===== config.mk =====
export PLATFORM = sky130hd
export DESIGN_NAME = fetch_unit
export DESIGN_NICKNAME = d
export VERILOG_FILES = /design/src/rtl/fetch_unit_pkg.sv /design/src/rtl/fetch_unit.sv
export SDC_FILE = /design/constraint.sdc
export NUM_CORES = 1
export LEC_CHECK = 0
export ABC_AREA = 1
export BUFFER_PORTS_ARGS = -buffer_cell sky130_fd_sc_hd__clkbuf_2
export CAP_MARGIN = 20
export CORE_ASPECT_RATIO = 0.7
export CORE_UTILIZATION = 54
export DETAILED_ROUTE_END_ITERATION = 12
export PLACE_DENSITY = 0.83
export SETUP_SLACK_MARGIN = 0.05
export SLEW_MARGIN = 20
export SYNTH_ARGS = -nofsm -noshare
export SYNTH_HDL_FRONTEND = slang
export SYNTH_SLANG_ARGS = --single-unit

===== constraint.sdc =====
create_clock -name clk -period 1.8 [get_ports clk]
set_clock_uncertainty 0.15 [all_clocks]
set_input_delay 0.27 -clock clk [delete_from_list [all_inputs] [get_ports clk]]
set_output_delay 0.27 -clock clk [all_outputs]
set_load 0.005 [all_outputs]

===== src/rtl/fetch_unit_pkg.sv =====
// fetch_unit_pkg: shared state codes, reset constants and PC alignment helper for the fetch stage.
package fetch_unit_pkg;
  typedef enum logic [1:0] {FETCH = 2'd0, DRAIN = 2'd1, HOLD = 2'd2} fetch_state_e;
  localparam logic [31:0] RESET_PC_DEF = 32'h0000_0000;
  localparam logic [31:0] NOP_INSN_DEF = 32'h0000_0013;
  function automatic logic [31:0] align(input logic [31:0] a);
    return {a[31:2], 2'b00};
  endfunction
endpackage


===== src/rtl/fetch_unit.sv =====
// fetch_unit: instruction-fetch stage owning the PC, imem handshake, IF/ID register and one-entry stall buffer.
module fetch_unit
  import fetch_unit_pkg::*;
#(
  parameter logic [31:0] RESET_PC = RESET_PC_DEF,
  parameter logic [31:0] NOP_INSN = NOP_INSN_DEF
) (
  input  logic        clk,
  input  logic        rst,
  input  logic [31:0] next_pc,
  input  logic        redirect,
  input  logic        stall,
  output logic        imem_req,
  output logic [31:0] imem_addr,
  input  logic        imem_ack,
  input  logic [31:0] imem_rdata,
  output logic [31:0] pc4,
  output logic [31:0] if_pc,
  output logic [31:0] if_ir,
  output logic        if_valid
);
  fetch_state_e state_q, state_d;
  logic [31:0] pc_q, pc_d, tgt_q, tgt_d, hpc_q, hpc_d, hir_q, hir_d;
  logic [31:0] if_pc_q, if_pc_d, if_ir_q, if_ir_d;
  logic        if_valid_q, if_valid_d, ack;
  assign imem_req  = !rst && state_q != HOLD;
  assign imem_addr = pc_q;
  assign pc4       = pc_q + 32'd4;
  assign if_pc     = if_pc_q;
  assign if_ir     = if_ir_q;
  assign if_valid  = if_valid_q;
  assign ack       = imem_ack && state_q != HOLD;
  always_comb begin
    state_d    = state_q;
    pc_d       = pc_q;
    tgt_d      = tgt_q;
    hpc_d      = hpc_q;
    hir_d      = hir_q;
    if_pc_d    = if_pc_q;
    if_ir_d    = if_ir_q;
    if_valid_d = if_valid_q;
    if (redirect) begin
      if_valid_d = 1'b0;
      // an unacked request must keep its address, so the target waits in tgt_q
      if (state_q == FETCH && !ack) begin
        tgt_d   = align(next_pc);
        state_d = DRAIN;
      end else if (state_q == DRAIN && !ack) begin
        tgt_d = align(next_pc);
      end else begin
        pc_d    = align(next_pc);
        state_d = FETCH;
      end
    end else begin
      case (state_q)
        FETCH: begin
          if (ack) begin
            pc_d = align(next_pc);
            if (stall) begin
              hpc_d   = pc_q;
              hir_d   = imem_rdata;
              state_d = HOLD;
            end else begin
              if_pc_d    = pc_q;
              if_ir_d    = imem_rdata;
              if_valid_d = 1'b1;
            end
          end else if (!stall) begin
            if_valid_d = 1'b0;
          end
        end
        DRAIN: begin
          if (!stall) if_valid_d = 1'b0;
          if (ack) begin
            pc_d    = tgt_q;
            state_d = FETCH;
          end
        end
        default: begin
          if (!stall) begin
            if_pc_d    = hpc_q;
            if_ir_d    = hir_q;
            if_valid_d = 1'b1;
            state_d    = FETCH;
          end
        end
      endcase
    end
  end
  always_ff @(posedge clk) begin
    if (rst) begin
      state_q    <= FETCH;
      pc_q       <= align(RESET_PC);
      tgt_q      <= '0;
      hpc_q      <= '0;
      hir_q      <= NOP_INSN;
      if_pc_q    <= '0;
      if_ir_q    <= NOP_INSN;
      if_valid_q <= 1'b0;
    end else begin
      state_q    <= state_d;
      pc_q       <= pc_d;
      tgt_q      <= tgt_d;
      hpc_q      <= hpc_d;
      hir_q      <= hir_d;
      if_pc_q    <= if_pc_d;
      if_ir_q    <= if_ir_d;
      if_valid_q <= if_valid_d;
    end
  end
endmodule

==> summary.md, run 1 <==
| Metric | Value |
|---|---|
| Outcome | `finished, violations left` |
| Violated checks | `negative setup slack` |
| Placed cell areas | `9729 µm²` |
| CTS root buffer | `clkbuf_16` |
| Synth-to-layout area growth | `39.05%` |
| Max Fclk | `443.7 MHz` |
| Worst setup SP type | `flip-flop` |
| Vias in the first global route | `8438` |
| Pre-CTS worst setup slack | `-7.099 ps` |
| Critical path fanouts, max | `6` |
| First-pass GRT wire length | `39770 µm` |
| Worst hold-check path type | `input pin to flip-flop` |
| Die height | `106.0 µm` |
| Die W | `150.6 µm` |
| Fin crit period | `2254 ps` |
| Reg-to-Reg End | `tgt_q[23]` |
| Post-Route WL | `26950 µm` |
| Peak VDD IR | `0.0006348 V` |
| Initial DRC count | `949` |
| Core box area | `14910 µm²` |
| GRT met1 Usage | `0.3925` |
| Post-DP HPWL | `15390 µm` |
| Setup ws final | `-454.0 ps` |
| Flip-flop and latch area | `3829 µm²` |
| CTS clk-pin slew, worst paths | `70 ps` |
| Global Route Usage Sum | `0.3111` |
| Io pins | `199` |
| Area leader, netlist | `dfxtp_1` |
| Area of the multi-input gates | `4265 µm²` |
| Post-Syn Area | `8349 µm²` |
| Antenna viol nets, final | `0` |
| Largest net degree at the start of global routing | `67` |
| Met3 Use GR | `0.08283` |
| R2r setup slk | `210 ps` |
| Sequential fraction of the synthesis area | `0.4484` |
| WS Path Type | `flip-flop to output pin` |
| Vias | `9214` |
| Clk sink count | `187` |
| Finished Cell Area | `11610 µm²` |
| DRC Markers | `0` |
| Starting Density | `0.5601` |
| Gr ovfl total | `0` |
| Worst-Skew Late Latency | `420 ps` |
| Syn Area/Cell | `6.964 µm²` |
| Avg Vias per Cell | `5.531` |
| RSZ-0062 raised after global routing | `yes` |
| PwrDens | `850.0 nW/µm²` |
| Final core occ | `0.7788` |
| Endpoints failing hold | `0` |
| Number of max-slew violations in the final report | `0` |
| Synth top area share | `0.4484` |
| CTS tree | `done` |
| Leak | `5.259 nW` |
| Die footprint | `15970 µm²` |
| GPL Wtd Cong | `0.9048` |
| GR Util met2 | `0.5102` |
| Launching point of the worst reg2reg path | `state_q[1]` |
| Crit path launch | `imem_addr[2]` |
| Worst Path Arrival | `1830 ps` |
| Filler cells | `1038` |
| IO Port Bufs | `190` |
| Yosys cell types | `25` |
| R2R cell count | `5` |
| Period utilization | `1.252` |
| Synth warn | `0` |
| Nets | `1528` |
| Max-Cap Viols | `0` |
| Seq cells post-synth | `187` |
| # diodes | `0` |
| CP endpoint kind | `output pin` |
| Area contributors post-synth | `dfxtp_1, o21ai_0, nand2_1` |
| Worst EP required | `1380 ps` |
| Most Crowded Layer GR | `met2` |
| Htree depth | `4` |
| Initial DRT Pass Iterations | `5` |
| Setup_tns | `-8658 ps` |
| Rows | `37` |
| Initial antenna violation count | `0` |
| Critical Path End | `pc4[19]` |
| CTS buffer count | `17` |
| Wire per inst | `16.18 µm` |
| Share of cells above drive strength 1 | `0.2937` |
| # setup viols final | `28` |
| Synth Instances | `1199` |
| Clock buffer depth | `2` |
## Yosys cell counts
| cell type | number |
|---|---|
| a211oi_1 | 1 |
| buf_2 | 22 |
| nor2_4 | 3 |
| buf_4 | 13 |
| o21ai_4 | 1 |
| clkbuf_1 | 40 |
| nor3_4 | 1 |
| xor2_1 | 9 |
| ha_1 | 1 |
| o21ai_1 | 32 |
| buf_6 | 8 |
| nand3_2 | 1 |
| nor2_2 | 1 |
| nand3_1 | 23 |
| inv_1 | 114 |
| conb_1 | 1 |
| dfxtp_1 | 187 |
| xnor2_1 | 6 |
| a21oi_1 | 123 |
| inv_2 | 4 |
| nand2_1 | 202 |
| o31ai_1 | 1 |
| nor2_1 | 167 |
| o21ai_0 | 237 |
| nand3b_1 | 1 |
## sequential cells by signal (all words and copies together), names as in the netlist
name and flops:
hpc_q 30, if_valid 1, if_ir 32, state_q 2, imem_addr 30, hir_q 32, if_pc 30, tgt_q 30
## how the worst min path moves through the flow
stage | slack, ps | to | from | cells after the start
finish | 10 | hir_q[10] | imem_rdata[10] | 3
global route | 20 | hir_q[16] | imem_rdata[16] | 3
CTS | 1 | hir_q[6] | imem_rdata[6] | 3
detailed placement | 290 | hir_q[9] | hir_q[9] | 2
global placement | 280 | hir_q[31] | hir_q[31] | 2
floorplan | 190 | state_q[0] | rst | 1
## layout make-up
| type | instances | share of cell area |
|---|---|---|
| multi-input cells | 816 | 0.3674 |
| well taps | 195 | 0.02102 |
| repair buffers | 318 | 0.1950 |
| inverters | 118 | 0.03880 |
| clock inverters | 15 | 0.01142 |
| flip-flops and latches | 187 | 0.3298 |
| clock buffers | 17 | 0.03664 |
## kinds of logic after synthesis
family / synth area share
other cells: 0.0004491
flops: 0.4484
fa+ha+maj: 0.001498
simple gates: 0.1885
compound gates: 0.2387
buf+inv: 0.1067
xor+xnor: 0.01574
## placed cells by master, fill, tap and decap left out, types with 2 or more instances in the layout
cell type      instances
dfxtp_1              159
inv_1                109
nor2_2                15
a21oi_1              122
nor2_4                30
dfxtp_4               20
clkbuf_2             178
xor2_1                 8
xnor2_1                2
inv_2                  6
inv_6                  5
o21ai_0              236
inv_4                  3
conb_1                 6
inv_8                  3
nand2_1              160
nand3_4                3
clkinvlp_4             2
clkbuf_16             17
nand3_1               20
xnor2_2                4
clkinv_2               3
nand2_4               18
buf_2                  9
dfxtp_2                8
buf_4                 49
o21ai_1               33
buf_12                12
dlygate4sd3_1         55
nand2_2               24
buf_6                 15
nor2_1               126
## layer usage
layer / up-vias / share of wire
li1: 4382 / -
met1: 4159 / 0.39
met2: 534 / 0.46
met3: 139 / 0.10
met4: 0 / 0.050
met5: - / 0
## what timing repair did
| item | CTS | global route |
|---|---|---|
| hold buffers | 55 | 0 |
| hold endpoints to repair | 58 | 0 |
| resized for setup | 101 | 123 |
| pin swaps | 24 | 48 |
| buffers inserted | 8 | 10 |
| endpoints found under the setup margin | 29 | 30 |
## metrics by stage
stage,total power [mW],cells,hold slack [ps]
2_1_floorplan,5.434,1204,189.1
4_1_cts,9.754,1660,1.073
5_1_grt,10.29,1666,23.98
3_5_place_dp,6.066,1565,286.3
6_report,9.868,1666,10.08
3_3_place_gp,6.023,1565,280.9
## critical path, cell delays in order (launching register included)
cell	delay [ps]
dfxtp_4	390
inv_4	50
nor2_4	240
nand3b_1	230
o21ai_1	260
nand2_2	100
clkbuf_2	130
## power by group
group          total (mW)  switching [mW]  leakage (nW)  internal, mW
combinational        1.69           0.958          3.44         0.730
clock                3.58            1.75         0.273          1.83
sequential           4.60           0.207          1.55          4.40
No activity file was read; power rests on OpenSTA's default activity.
==> run 2, diff against run 1 <==
--- a/config.mk
+++ b/config.mk
@@ -10,7 +10,7 @@
 export CAP_MARGIN = 20
 export CORE_ASPECT_RATIO = 0.7
-export CORE_UTILIZATION = 54
+export CORE_UTILIZATION = 49
 export DETAILED_ROUTE_END_ITERATION = 12
-export PLACE_DENSITY = 0.83
+export PLACE_DENSITY = 0.8
 export SETUP_SLACK_MARGIN = 0.05
 export SLEW_MARGIN = 20
==> constraint.sdc (replaced) <==
create_clock -name clk -period 2 [get_ports clk]
set_clock_uncertainty 0.15 [all_clocks]
set_input_delay 0.1 -clock clk [delete_from_list [all_inputs] [get_ports clk]]
set_output_delay 0.1 -clock clk [all_outputs]
set_load 0.005 [all_outputs]
==> summary.md, run 2 (synthesis gave the netlist of run 1 again) <==
| Metric | Value |
|---|---|
| Outcome | `finished, violations left (unchanged)` |
| Violated checks | `negative setup slack (unchanged)` |
| Worst-Skew Late Latency | `430 ps (was 420 ps)` |
| Nets | `1530 (was 1528)` |
| Max Fclk | `490.0 MHz` |
| Die footprint | `17570 µm² (was 15970 µm²)` |
| Global Route Usage Sum | `0.2793 (was 0.3111)` |
| Internal Power | `6.204 mW (was 6.953 mW)` |
| Gr ovfl total | `0 (unchanged)` |
| Endpoints failing hold | `0 (unchanged)` |
| Die height | `111.2 µm (was 106.0 µm)` |
| Vias in the first global route | `7902 (was 8438)` |
| Critical Path Max Stage Delay | `370 ps (was 390 ps)` |
| CP bufs+invs | `4 (was 2)` |
| Slowest-stage cell, CP | `dfxtp_4 (unchanged)` |
| Combinational share of power | `0.165 (was 0.171)` |
| Htree depth | `4 (unchanged)` |
| Peak VDD IR | `0.0006453 V (was 0.0006348 V)` |
| Fin crit period | `2041 ps` |
| Critical path fanouts, max | `6 (unchanged)` |
| Leak | `5.022 nW (was 5.259 nW)` |
| Share of cells above drive strength 1 | `0.2607 (was 0.2937)` |
| Pre-CTS worst setup slack | `246.5 ps (was -7.099 ps)` |
| CTS buffer count | `17 (unchanged)` |
| Flip-flop and latch area | `3814 µm² (was 3829 µm²)` |
| Worst setup SP type | `flip-flop (unchanged)` |
| Starting Density | `0.5062 (was 0.5601)` |
| Filler cells | `1341 (was 1038)` |
| Initial DRC count | `649 (was 949)` |
| Crit-path cells | `buf_6 -> inv_6 -> nor2_4 -> nand3b_1 -> buf_4 -> xnor2_2 -> buf_2 (was inv_4 -> nor2_4 -> nand3b_1 -> o21ai_1 -> nand2_2 -> clkbuf_2)` |
| CP endpoint kind | `output pin (unchanged)` |
| # setup viols final | `6 (was 28)` |
| Vias | `8858 (was 9214)` |
| Die W | `158.0 µm (was 150.6 µm)` |
| RSZ-0062 raised after global routing | `yes (unchanged)` |
| Area of the multi-input gates | `3998 µm² (was 4265 µm²)` |
| Antenna viol nets, final | `0 (unchanged)` |
| Io pins | `199 (unchanged)` |
| Worst Path Arrival | `1790 ps (was 1830 ps)` |
| CP delay by family, top | `buffers and inverters (was simple AND/OR/NAND/NOR gates)` |
| Synth-to-layout area growth | `35.94% (was 39.05%)` |
| PwrDens | `768.5 nW/µm² (was 850.0 nW/µm²)` |
| Initial antenna violation count | `0 (unchanged)` |
| Final core occ | `0.6881 (was 0.7788)` |
| Core box area | `16490 µm² (was 14910 µm²)` |
| NetSw | `2.518 mW (was 2.915 mW)` |
| Avg Vias per Cell | `5.217 (was 5.531)` |
| CTS clk-pin slew, worst paths | `70 ps (about the same)` |
| Clock buffer depth | `2 (unchanged)` |
| Period utilization | `1.020` |
| Clk sink count | `187 (unchanged)` |
| Setup_tns | `-69.22 ps (was -8658 ps)` |
| Flop pwr share | `0.474 (was 0.467)` |
| Rows | `39 (was 37)` |
| CTS tree | `done (unchanged)` |
| Power consumption | `8.722 mW (was 9.868 mW)` |
| DRC Markers | `0 (unchanged)` |
| Number of max-slew violations in the final report | `0 (unchanged)` |
| Worst EP required | `1750 ps (was 1380 ps)` |
| Wire per inst | `14.82 µm (was 16.18 µm)` |
| Largest net degree at the start of global routing | `65 (was 67)` |
| Most frequent cells in the layout | `o21ai_0, clkbuf_2, nand2_1 (unchanged)` |
| Sw frac | `0.2887 (was 0.2954)` |
| Setup ws final | `-40.81 ps (was -454.0 ps)` |
| CTS root buffer | `clkbuf_16 (unchanged)` |
| # diodes | `0 (unchanged)` |
| Fin Hold WS | `296.1 ps (was 10.08 ps)` |
| IO Port Bufs | `190 (unchanged)` |
| GPL Wtd Cong | `0.9550 (was 0.9048)` |
| Max-Cap Viols | `0 (unchanged)` |
| First-pass GRT wire length | `38700 µm (was 39770 µm)` |
| Post-Route WL | `25160 µm (was 26950 µm)` |
| WS Path Type | `flip-flop to output pin (unchanged)` |
| Worst hold-check path type | `flip-flop to flip-flop (was input pin to flip-flop)` |
| Initial DRT Pass Iterations | `5 (unchanged)` |
| Share of total power in the clock network | `0.361 (was 0.362)` |
| Post-DP HPWL | `15890 µm (was 15390 µm)` |
| Commonest non-fill, non-tap cell in the layout | `o21ai_0 (unchanged)` |
[run 2: cell types whose count changed in the layout (fill, tap and decap cells not counted), moves of 6 or more]
cell	delta
buf_6	-12
clkbuf_2	+6
dlygate4sd3_1	+11
nand2_1	+20
nand2_4	-16
nor2_1	+11
nor2_4	-12
[run 2: final timing paths]
check / to / slack [ps] / depth (start not counted) / startpoint
worst max-delay path: pc4[11] / -40 / 7 / imem_addr[2]
worst min-delay path: hir_q[30] / 300 / 2 / hir_q[30]
worst max register to register: hpc_q[13] / 210 / 5 / state_q[1]
worst min register to register: hir_q[30] / 300 / 2 / hir_q[30]
[run 2: routing by layer]
layer / GRT usage / routed length [µm] / vias up
met5: 0 / 0 / -
met4: 0.09679 / 716 / 0
met3: 0.08131 / 2141 / 50
met2: 0.4429 / 11620 / 377
met1: 0.3600 / 10690 / 4048
li1: - / - / 4383
[run 2: timing repair]
action / CTS / global route
pin swaps: 10 / 20
setup endpoints to repair: 25 / 23
setup buffers: 7 / 16
hold buffers: 66 / 0
hold endpoints to repair: 127 / 0
gates resized for setup: 61 / 69
[run 2: metrics by stage]
step / instances / instance area [µm²]
after floorplan: 1204 / 8368
after global routing: 1698 / 11350
after detailed placement: 1577 / 9634
after global placement: 1577 / 9634
after CTS: 1682 / 11040
final: 1698 / 11350
[run 2: worst reg2reg max path, stage by stage, from the launching register on]
cell,delay (ps)
dfxtp_1,360
nor2_1,270
nand3_4,310
buf_4,330
o21ai_0,210
a21oi_1,70
[run 2: power groups by stage]
stage | registers, mW | clock network (mW) | logic [mW]
floorplan | 4.19 | 0 | 0.703
global route | 4.16 | 3.36 | 1.60
finish | 4.13 | 3.15 | 1.44
global placement | 4.19 | 0 | 1.21
CTS | 4.13 | 3.19 | 1.36
detailed placement | 4.20 | 0 | 1.24
[run 2: cell type report]
type	count	share of cell area
clock buffer	17	0.03748
clock inverter	15	0.01069
inverter	118	0.04002
multi-input combinational	816	0.3522
sequential	187	0.3360
tap	225	0.02480
timing repair buffer	320	0.1988
==> run 3, diff against run 2 <==
Settings changed: CORE_UTILIZATION 49 to 54, CTS_BUF_LIST set to sky130_fd_sc_hd__clkbuf_16, PLACE_DENSITY 0.8 to 0.83.
Clock period 2 ns to 2.2 ns, I/O delays scaled along.
==> summary.md, run 3 (synthesis gave the netlist of run 1 again) <==
| Metric | Value |
|---|---|
| Largest net degree at the start of global routing | `84 (was 65)` |
| First-pass GRT wire length | `37140 µm (was 38700 µm)` |
| Peak VDD IR | `0.0005256 V (was 0.0006453 V)` |
| Period utilization | `0.9460` |
| Vias in the first global route | `7815 (was 7902)` |
| Worst-Skew Late Latency | `420 ps (was 430 ps)` |
| # diodes | `0 (unchanged)` |
| Initial DRT Pass Iterations | `6 (was 5)` |
| Setup_tns | `0 ps (was -69.22 ps)` |
| Relative max-transition margin | `0.5657` |
| Fin crit period | `2081 ps` |
| CTS tree | `done (unchanged)` |
| Endpoints failing hold | `0 (unchanged)` |
| Worst hold-check path type | `input pin to flip-flop (was flip-flop to flip-flop)` |
| CP endpoint kind | `output pin (unchanged)` |
| Worst setup SP type | `flip-flop (unchanged)` |
| Clock buffer depth | `2 (unchanged)` |
| Worst EP required | `1940 ps (was 1750 ps)` |
| Most frequent cells in the layout | `o21ai_0, nand2_1, clkbuf_2 (was o21ai_0, clkbuf_2, nand2_1)` |
| R2R cell count | `4 (was 5)` |
| Leak | `4.771 nW (was 5.022 nW)` |
| DP Cell Count | `1531 (was 1577)` |
| Die W | `150.6 µm (was 158.0 µm)` |
| Fin Hold WS | `83.91 ps (was 296.1 ps)` |
| CTS clk-pin slew, worst paths | `70 ps (about the same)` |
| Worst-Margin Slew | `651.4 ps` |
| CTS buffer count | `17 (unchanged)` |
| Max-Cap Viols | `0 (unchanged)` |
| Avg Vias per Cell | `5.271 (was 5.217)` |
| DRC Markers | `0 (unchanged)` |
| Max Fclk | `480.5 MHz` |
| Htree depth | `4 (unchanged)` |
| Number of max-slew violations in the final report | `0 (unchanged)` |
| Critical path fanouts, max | `7 (was 6)` |
| Wire per inst | `14.19 µm (was 14.82 µm)` |
| PwrDens | `736.1 nW/µm² (was 768.5 nW/µm²)` |
| Worst Path Arrival | `1820 ps (was 1790 ps)` |
| WHS Endpoint | `if_valid (was hir_q[30])` |
| Reg-to-Reg End | `state_q[1] (was hpc_q[13])` |
| IO Port Bufs | `190 (unchanged)` |
| # setup viols final | `0 (was 6)` |
| Cell Count, Final, Fillers Out | `1631 (was 1698)` |
| Global Route Usage Sum | `0.2919 (was 0.2793)` |
| Setup ws final | `118.7 ps (was -40.81 ps)` |
| Starting Density | `0.5601 (was 0.5062)` |
| Post-Route WL | `23150 µm (was 25160 µm)` |
| Initial DRC count | `705 (was 649)` |
| Share of cells above drive strength 1 | `0.1992 (was 0.2607)` |
| Crit path launch | `imem_addr[4] (was imem_addr[2])` |
| Io pins | `199 (unchanged)` |
| GPL Wtd Cong | `0.8914 (was 0.9550)` |
| Rows | `37 (was 39)` |
| Commonest non-fill, non-tap cell in the layout | `o21ai_0 (unchanged)` |
| Post-DP HPWL | `14910 µm (was 15890 µm)` |
| Clk sink count | `187 (unchanged)` |
| Pre-CTS worst setup slack | `172.1 ps (was 246.5 ps)` |
| Initial antenna violation count | `0 (unchanged)` |
| Vias | `8597 (was 8858)` |
| HP Start | `imem_ack (was hir_q[30])` |
| Synth-to-layout area growth | `29.09% (was 35.94%)` |
| Die footprint | `15970 µm² (was 17570 µm²)` |
| CTS root buffer | `clkbuf_16 (unchanged)` |
| Nets | `1493 (was 1530)` |
| R2r setup slk | `250 ps (was 210 ps)` |
| RSZ-0062 raised after global routing | `yes (unchanged)` |
| Power consumption | `7.934 mW (was 8.722 mW)` |
| Gr ovfl total | `0 (unchanged)` |
| Core box area | `14910 µm² (was 16490 µm²)` |
| WS Path Type | `flip-flop to output pin (unchanged)` |
| Outcome | `complete, no violations (was finished, violations left)` |
| Antenna viol nets, final | `0 (unchanged)` |
| Die height | `106.0 µm (was 111.2 µm)` |
| Launching point of the worst reg2reg path | `state_q[1] (unchanged)` |
| Hold Path Stages | `5 (was 2)` |
## run 3: changes by cell type in the layout (fill, tap and decap cells not counted), moves of 11 or more
cell,previous run,this run
nor2_1,137,159
buf_4,50,18
nor2_2,16,3
nand2_1,180,200
nand2_2,20,2
dfxtp_4,15,4
## run 3: final cells by class
cell class,count,area [µm²]
Clock buffer,17,425.4
Multi-Input combinational cell,816,3825
Clock inverter,15,147.6
Sequential cell,187,3774
Fill cell,1218,4129
Timing Repair Buffer,283,1917
Tap cell,195,244.0
Inverter,118,445.4
## run 3: repair_timing
item | CTS | global route
endpoints found under the setup margin | 15 | 19
buffers inserted | 0 | 1
hold buffers | 67 | 0
hold endpoints to repair | 127 | 0
pin swaps | 0 | 1
resized for setup | 13 | 27
## run 3: how the worst max path moves through the flow
stage | end | slack (ps) | depth (start not counted)
floorplan | pc4[16] | 660 | 5
global placement | pc4[16] | 200 | 6
detailed placement | pc4[16] | 170 | 6
CTS | pc4[16] | 30 | 6
global route | pc4[18] | 30 | 7
finish | pc4[17] | 120 | 6
## run 3: report_power, final
group	switching, mW	internal, mW	leakage, nW
clock	1.39	1.59	0.280
sequential	0.176	3.60	1.54
combinational	0.666	0.510	2.95
## run 3: layer usage
metal | up-vias | track usage | wire length [µm]
met5 | - | 0 | 0
met4 | 0 | 0.09286 | 573
met3 | 53 | 0.07468 | 1928
met2 | 352 | 0.4697 | 10360
met1 | 3896 | 0.3818 | 10290
li1 | 4296 | - | -
## run 3: critical path, cell delays in order (launching register included)
cell	delay [ps]
dfxtp_2	400
nand2_1	130
nor2_4	230
nand2_1	140
nor2_1	140
xor2_1	210
clkbuf_2	150
## run 3: through the flow
step | util | cell area [µm²]
2_1_floorplan | - | 8368
3_3_place_gp | 0.6309 | 9404
3_5_place_dp | 0.6322 | 9424
4_1_cts | 0.7174 | 10690
5_1_grt | 0.7230 | 10780
6_report | 0.7230 | 10780
